### src/rtl/dm_button_conditioner.sv
`default_nettype none
// ============================================================================
// Module  : dm_button_conditioner
// Brief   : Synchronise and debounce four direction buttons and emit one-hot,
//           single-cycle move pulses with optional auto-repeat.
// Rev     : 1.0  initial release
// ============================================================================
module dm_button_conditioner #(
    parameter int DEBOUNCE_CYCLES = 20,
    parameter int REPEAT_DELAY    = 50,
    parameter int REPEAT_RATE     = 10,
    parameter int CNT_W           = 20
) (
    input  logic clk,
    input  logic reset,
    input  logic power,
    input  logic btn_up,
    input  logic btn_down,
    input  logic btn_right,
    input  logic btn_left,
    output logic up,
    output logic down,
    output logic right,
    output logic left,
    output logic held
);

    localparam logic [1:0] S_IDLE   = 2'd0;
    localparam logic [1:0] S_PRESS  = 2'd1;
    localparam logic [1:0] S_REPEAT = 2'd2;
    localparam logic [1:0] S_LOCK   = 2'd3;

    localparam logic [CNT_W-1:0] c_debounce   = CNT_W'(DEBOUNCE_CYCLES);
    localparam logic [CNT_W-1:0] c_delay_load = (REPEAT_DELAY == 0) ? '0 : CNT_W'(REPEAT_DELAY - 1);
    localparam logic [CNT_W-1:0] c_rate_load  = CNT_W'(REPEAT_RATE - 1);
    localparam logic             c_repeat_en  = (REPEAT_DELAY != 0);

    logic [3:0]       w_raw;
    logic [3:0]       w_deb;
    logic             w_dir_valid;
    logic             w_any;

    logic [1:0]       r_state;
    logic [3:0]       r_dir_q;
    logic [3:0]       r_pulse;
    logic             r_held;
    logic             r_power_q;
    logic [CNT_W-1:0] r_timer;

    assign w_raw = {btn_left, btn_down, btn_right, btn_up};

    generate
        for (genvar gi = 0; gi < 4; gi++) begin : g_btn
            logic             r_sync1;
            logic             r_sync2;
            logic             r_deb;
            logic [CNT_W-1:0] r_cnt;

            // Flip only after the mismatch has outlived the full count.
            always_ff @(posedge clk) begin
                if (reset) begin
                    r_sync1 <= 1'b0;
                    r_sync2 <= 1'b0;
                    r_deb   <= 1'b0;
                    r_cnt   <= '0;
                end else begin
                    r_sync1 <= w_raw[gi];
                    r_sync2 <= r_sync1;
                    if (r_sync2 == r_deb) begin
                        r_cnt <= '0;
                    end else if (r_cnt == c_debounce) begin
                        r_deb <= r_sync2;
                        r_cnt <= '0;
                    end else begin
                        r_cnt <= r_cnt + CNT_W'(1);
                    end
                end
            end

            assign w_deb[gi] = r_deb;
        end
    endgenerate

    assign w_dir_valid = $onehot(w_deb);
    assign w_any       = |w_deb;

    always_ff @(posedge clk) begin
        if (reset) begin
            r_state   <= S_IDLE;
            r_dir_q   <= '0;
            r_pulse   <= '0;
            r_held    <= 1'b0;
            r_power_q <= 1'b0;
            r_timer   <= '0;
        end else begin
            r_power_q <= power;
            r_pulse   <= '0;
            r_held    <= power & w_dir_valid;
            if (r_timer != '0) begin
                r_timer <= r_timer - CNT_W'(1);
            end
            if (!power) begin
                r_state <= S_IDLE;
            end else begin
                case (r_state)
                    S_IDLE: begin
                        // A button already down at power-up must be released first.
                        if (!r_power_q && w_any) begin
                            r_state <= S_LOCK;
                        end else if (w_dir_valid) begin
                            r_pulse <= w_deb;
                            r_dir_q <= w_deb;
                            r_timer <= c_delay_load;
                            r_state <= S_PRESS;
                        end else if (w_any) begin
                            r_state <= S_LOCK;
                        end
                    end
                    S_PRESS, S_REPEAT: begin
                        if (!w_any) begin
                            r_state <= S_IDLE;
                        end else if (w_deb != r_dir_q) begin
                            r_state <= S_LOCK;
                        end else if (c_repeat_en && (r_timer == '0)) begin
                            r_pulse <= r_dir_q;
                            r_timer <= c_rate_load;
                            r_state <= S_REPEAT;
                        end
                    end
                    S_LOCK: begin
                        if (!w_any) begin
                            r_state <= S_IDLE;
                        end
                    end
                    default: r_state <= S_IDLE;
                endcase
            end
        end
    end

    assign up    = r_pulse[0];
    assign right = r_pulse[1];
    assign down  = r_pulse[2];
    assign left  = r_pulse[3];
    assign held  = r_held;

endmodule
`default_nettype wire
### config.mk
export PLATFORM = sky130hd
export DESIGN_NAME = dm_button_conditioner
export DESIGN_NICKNAME = d
export VERILOG_FILES = /design/src/rtl/dm_button_conditioner.sv
export SDC_FILE = /design/constraint.sdc
export NUM_CORES = 1
export LEC_CHECK = 0
export BUFFER_PORTS_ARGS = -buffer_cell sky130_fd_sc_hd__buf_4
export CORE_ASPECT_RATIO = 1.4
export CORE_MARGIN = 1.5
export CORE_UTILIZATION = 46
export DETAILED_ROUTE_END_ITERATION = 16
export GPL_TIMING_DRIVEN = 0
export MAX_ROUTING_LAYER = met4
export PLACE_DENSITY = 0.58
export SETUP_SLACK_MARGIN = 0.3
export SYNTH_ARGS = -nofsm -noshare
export SYNTH_HDL_FRONTEND = slang
export SYNTH_SLANG_ARGS = --single-unit
### constraint.sdc
create_clock -name clk -period 5.7 [get_ports clk]
set_input_delay 0.57 -clock clk [delete_from_list [all_inputs] [get_ports clk]]
set_output_delay 0.57 -clock clk [all_outputs]
set_load 0.01 [all_outputs]
# After elaboration in Yosys (flattened, before gate mapping)
# Index checks and enable logic that the tools add are counted.
[op_classes] bitwise=7 add_sub_neg=8 mux=22 reduce_logical=18 n_eq_ne=16
[op_table] operator="2-to-1 mux 20 bit" count=7
[op_table] operator="adder 20 x 1 -> 20 bit (second input constant)" count=4
[op_table] operator="equality test 20 x 5 -> 1 bit (second input constant)" count=4
[op_table] operator="case mux 20 bit (2 select lines)" count=1
[op_table] operator="zero test 20 bit" count=1
[op_table] operator="2-to-1 mux 4 bit" count=5
[op_table] operator="nonzero test 20 bit" count=1
[op_table] operator="subtractor 20 x 1 -> 20 bit (second input constant)" count=1
[op_table] operator="2-to-1 mux 2 bit" count=7
[op_table] operator="OR reduction 3 bit" count=4
[op_table] operator="inequality test 4 bit (second input constant)" count=2
[op_table] operator="case mux 4 bit (2 select lines)" count=1
[op_table] operator="AND reduction 2 bit" count=4
[op_table] operator="NOT 1 bit" count=6
[op_table] operator="case mux 2 bit (3 select lines)" count=1
[op_table] operator="adder 1 x 1 -> 2 bit" count=2
[op_table] operator="equality test 1 bit" count=4
[op_table] operator="equality test 2 bit (second input constant)" count=2
[op_table] operator="inequality test 4 bit" count=1
[op_table] operator="AND reduction 4 bit" count=1
[op_table] operator="OR reduction 2 bit" count=2
[op_table] operator="OR reduction 4 bit" count=1
[op_table] operator="adder 2 x 2 -> 3 bit" count=1
[op_table] operator="equality test 3 x 1 -> 1 bit (second input constant)" count=1
[op_table] operator="7 further kinds" count=7
[totals] regBits=124

# Longest topological paths before layout
[depth] word_depth=7 depth_mapped=12

# Worst setup path before layout
# OpenSTA, ideal clock, no wires.
[synth_timing] path_type="flip-flop to flip-flop" start="register g_btn[0].r_deb" end="register r_timer[11]" stages_incl_launch_ff=13 setup_time_ns=0.115 period_less_slack_ns=2.790 path_slack_ns=2.910 arrival_ns=2.675 n_path_buf=2 t_required_ns=5.585 cell_sequence="dfxtp_1 > clkbuf_1 > inv_1 > fa_1 > inv_1 > ha_1 > ha_1 > nor3b_1 > o21a_1 > o211ai_1 > o311ai_4 > buf_6 > nor2_2"
[synth_via] elab_chain_len=7 word_cells_on_any_way=12 cone_classes="2 x add/sub; 2 x eq/ne; 6 x mux; 2 x reduce/logical"
[synth_rtl] element="start: declaration" line="56" rtl="logic r_deb;"
[synth_rtl] element="start signal: assignment" line="72" rtl="r_deb <= r_sync2;"
[synth_rtl] element="adder 1 x 1 -> 2 bit (not written as such)" line="84" rtl="assign w_dir_valid = $onehot(w_deb);"
[synth_rtl] element="adder 2 x 2 -> 3 bit (not written as such)" line="84"
[synth_rtl] element="equality test 3 x 1 -> 1 bit" line="84"
[synth_rtl] element="2-to-1 mux 20 bit" line="110" rtl="end else if (w_dir_valid) begin"
[synth_rtl] element="2-to-1 mux 20 bit" line="108" rtl="if (!r_power_q && w_any) begin"
[synth_rtl] element="case mux 20 bit (2 select lines) (*)" line="105" rtl="case (r_state)"
[synth_rtl] element="2-to-1 mux 20 bit (*)" line="102" rtl="if (!power) begin"
[synth_rtl] element="end signal: assignment" line="100" rtl="r_timer <= r_timer - CNT_W'(1);"
[synth_rtl] element="end signal: assignment" line="113" rtl="r_timer <= c_delay_load;"
[synth_rtl] element="end signal: assignment" line="126" rtl="r_timer <= c_rate_load;"
[synth_rtl] element="end: declaration" line="48" rtl="logic [CNT_W-1:0] r_timer;"
# Every way passes the cells marked *; elsewhere a longest branch is shown, timed or not.
# A chain may end at the register's enable or synchronous reset.

# Final worst setup path
[layout_timing] start="register g_btn[0].r_deb" end="register r_timer[4]"
# Same word-level chain as after synthesis.

==> impl_results.md <==
* Post-synth ARST share at 0%
* Clock Pin Slew Worst Setup and Hold Paths at 50 ps
* I/O pin cnt at 12
* Actual slew at the worst max-slew pin at 1090 ps
* Pins Over Slew Limit at 0
* Initial Util at between 40% and 50%
* Die Area at 0.0133 sq mm
* Largest net degree at the start of global routing at 17
* H-tree Lvls at 4
* Gr ovfl total at 0
* # DRC at 0
* Slew Limit Headroom at 26.4%
* Worst setup EP type: flop
* RSZ-0062 raised after global routing: no
* Minimum clock period at ~3200 ps
* Syn Area/Cell at slightly below 9 sq um
* Pleak at 0.00239 uW
* Final ANT Viol Nets at 0
* TritonCTS clock tree: done
* Final nets at 715
* CP max-delay cell: fa_1
* WL per Instance at 12.8 um
* TritonRoute pass-1 iters at 4
* Max-capacitance violation count at 0
* EDFF count, synth at 0
* Clock root buffer master: clkbuf_16
* Synth Warn # at 0
* Mapped cell area at 0.00578 sq mm
* ANT cells at 0
* Highest-count cells in the layout ignoring fill and taps: dfxtp_1, nor2_1, xnor2_1, xor2_1
* Initial antenna violation count at 0
* Crit path max fanout at 6
* Skew final at 7.04 ps
* Fin. Hold Viols at 0
* GRT Total Usage at 18.1%
* Initial DRC count at 138
* Commonest non-fill, non-tap cell in the layout: dfxtp_1
* Global-route wire length before repair at 19.0 mm
* Post-CTS Setup Bufs at 0
* Post-synthesis net count at 685
* Pwr/cell area at 418 mW/mm^2
* Synth unique cells at 51
* CTS resizes at 0
* Worst-skew pair later-pin latency at between 400 and 500 ps
* Post-synth top area share at between 40% and 50%
* Chip width at 97.8 um
* Yosys top cell by area: dfxtp_1
* Core area at approximately 0.012 sq mm
* Sequential fraction of the synthesis area at 42.9%
* DIE HEIGHT at 136 um
* Cell count after synthesis at 661
* Port bufs at 11
* Vias in the first global route at 4179
* Vias at 4407
* FP Rows at 48
* Gp weighted congestion at 0.796
* DR vias/cell at 5.16
* Final setup viols at 0
* Final wirelength at 10.9 mm
* Worst path required time at 6020 ps
* Setup TNS at 0 ps
* Total power at 2820 uW
* Critical setup path kind: flop to flop
* Hold/Removal Path Class: primary input to flop
* Status: finished, final reports clean
* Crit path largest cell delay at 560 ps
* CTS Hold Buffers Added at 0
* Cells along the critical path: clkbuf_1 -> inv_1 -> fa_1 -> inv_1 -> ha_1 -> ha_1 -> nor3b_1 -> o21a_1 -> and4_1 -> a21oi_1 -> a211oi_1
* Proportion of layout cells with a drive suffix above 1 at 9.66%
* Hpwl dp at 7.82 mm
* Synthesis-to-layout area growth at 16.6%
* Fmax at between 300 and 400 MHz
* CTS buffer count at 17
* Critical path arrival at 3520 ps
* Fillers at 1118
* Crit start category: flop
* Fin crit share at 56.1%
* Number of synthesized register bits at 124
* Clock tree buffer depth at 2
* Most frequently used flop master after synthesis: dfxtp_1
* Top cells by area in the synthesized netlist: dfxtp_1, xnor2_1, nor2_1
* VDD IR max at 0.183 mV
* # clock sinks at 124
-- final timing paths --
check                                      start               end  slack, ps  depth (start not counted)
worst max-delay path              g_btn[0].r_deb        r_timer[4]       2500                         11
worst min-delay path                    btn_down  g_btn[2].r_sync1        370                          2
worst max register to register    g_btn[0].r_deb        r_timer[4]       2500                         11
worst min register to register  g_btn[1].r_sync1  g_btn[1].r_sync2        440                          1
-- metal layers --
metal	wire length [um]	part of all wire [%]	track usage, %
met5	0	0	-
met4	233	2.1	8.17
met3	253	2.3	3.82
met2	5450	50	31.1
met1	5010	46	20.3
-- final cells by class --
type	count	area (sq um)	share of cell area (%)
repair buffers	11	82.6	1.22
plain buffers	18	85.1	1.26
well taps	150	188	2.78
multi-input cells	485	3090	45.8
clock buffers	21	480	7.12
clock inverters	11	211	3.13
inverters	34	130	1.93
flip-flops and latches	124	2480	36.8
-- power by group --
group	leakage [uW]	internal (uW)	total, uW	switching (uW)
logic	0.00104	246	590	345
clock network	0.000339	865	1250	380
registers	0.00100	923	986	62.9
-- metrics by stage --
step	cell area (sq um)	setup WS (ps)	hold WS, ps	utilization (%)	std cells
final	6750	2500	372	54.8	854
after global routing	6750	2170	384	54.8	854
after CTS	6750	2450	358	54.8	854
after detailed placement	6050	2490	429	49.2	822
after global placement	6050	2490	425	49.2	822
after floorplan	5780	2910	414	-	661
-- synthesized netlist by cell type, types with 2 or more instances --
cell      count
and2_1        4
dfxtp_1     124
nor4_1       17
nor2_2       10
inv_1        33
nand3_1      29
xnor2_1      54
buf_6         2
nor3_1       28
o21ai_0       6
a21oi_1      16
buf_2         2
clkbuf_1     14
nand4_1      28
nand2_1      33
a22o_1        5
or3_1         7
and3_1        7
xor2_1       37
nor2b_1      12
nor2_1      123
a211oi_1      6
nor3b_1       3
and4_1        9
mux2i_1       7
ha_1         16
or4_1         2
o21a_1        2
nand4b_1      2
o211ai_1      2
-- critical path, delay by kind of cell, from the launching register on --
kind,cells,cell delay [ps]
adder cells (fa/ha/maj),3,1000
AND/OR/NAND/NOR,2,790
flip-flops,1,300
buffers and inverters,3,440
AO/OA/AOI/OAI,3,580
-- sequential cells by signal, summed over array words and instances, names as in the netlist, 2 cells and up --
name           cells
r_state            2
g_btn.r_cnt       80
r_timer           20
r_dir_q            4
g_btn.r_deb        4
r_pulse            4
g_btn.r_sync1      4
g_btn.r_sync2      4
-- logic make-up (layout without fill, tap and decap cells) --
| kind of cell | Yosys count | after routing | synth area share, % |
|---|---|---|---|
| xor+xnor | 91 | 91 | 13.8 |
| buf+inv | 52 | 95 | 3.72 |
| fa+ha+maj | 17 | 17 | 3.81 |
| compound gates | 44 | 44 | 5.43 |
| simple gates | 326 | 326 | 29.1 |
| flops | 124 | 124 | 42.9 |
| mux | 7 | 7 | 1.21 |
(Power assumes the default switching activity.)
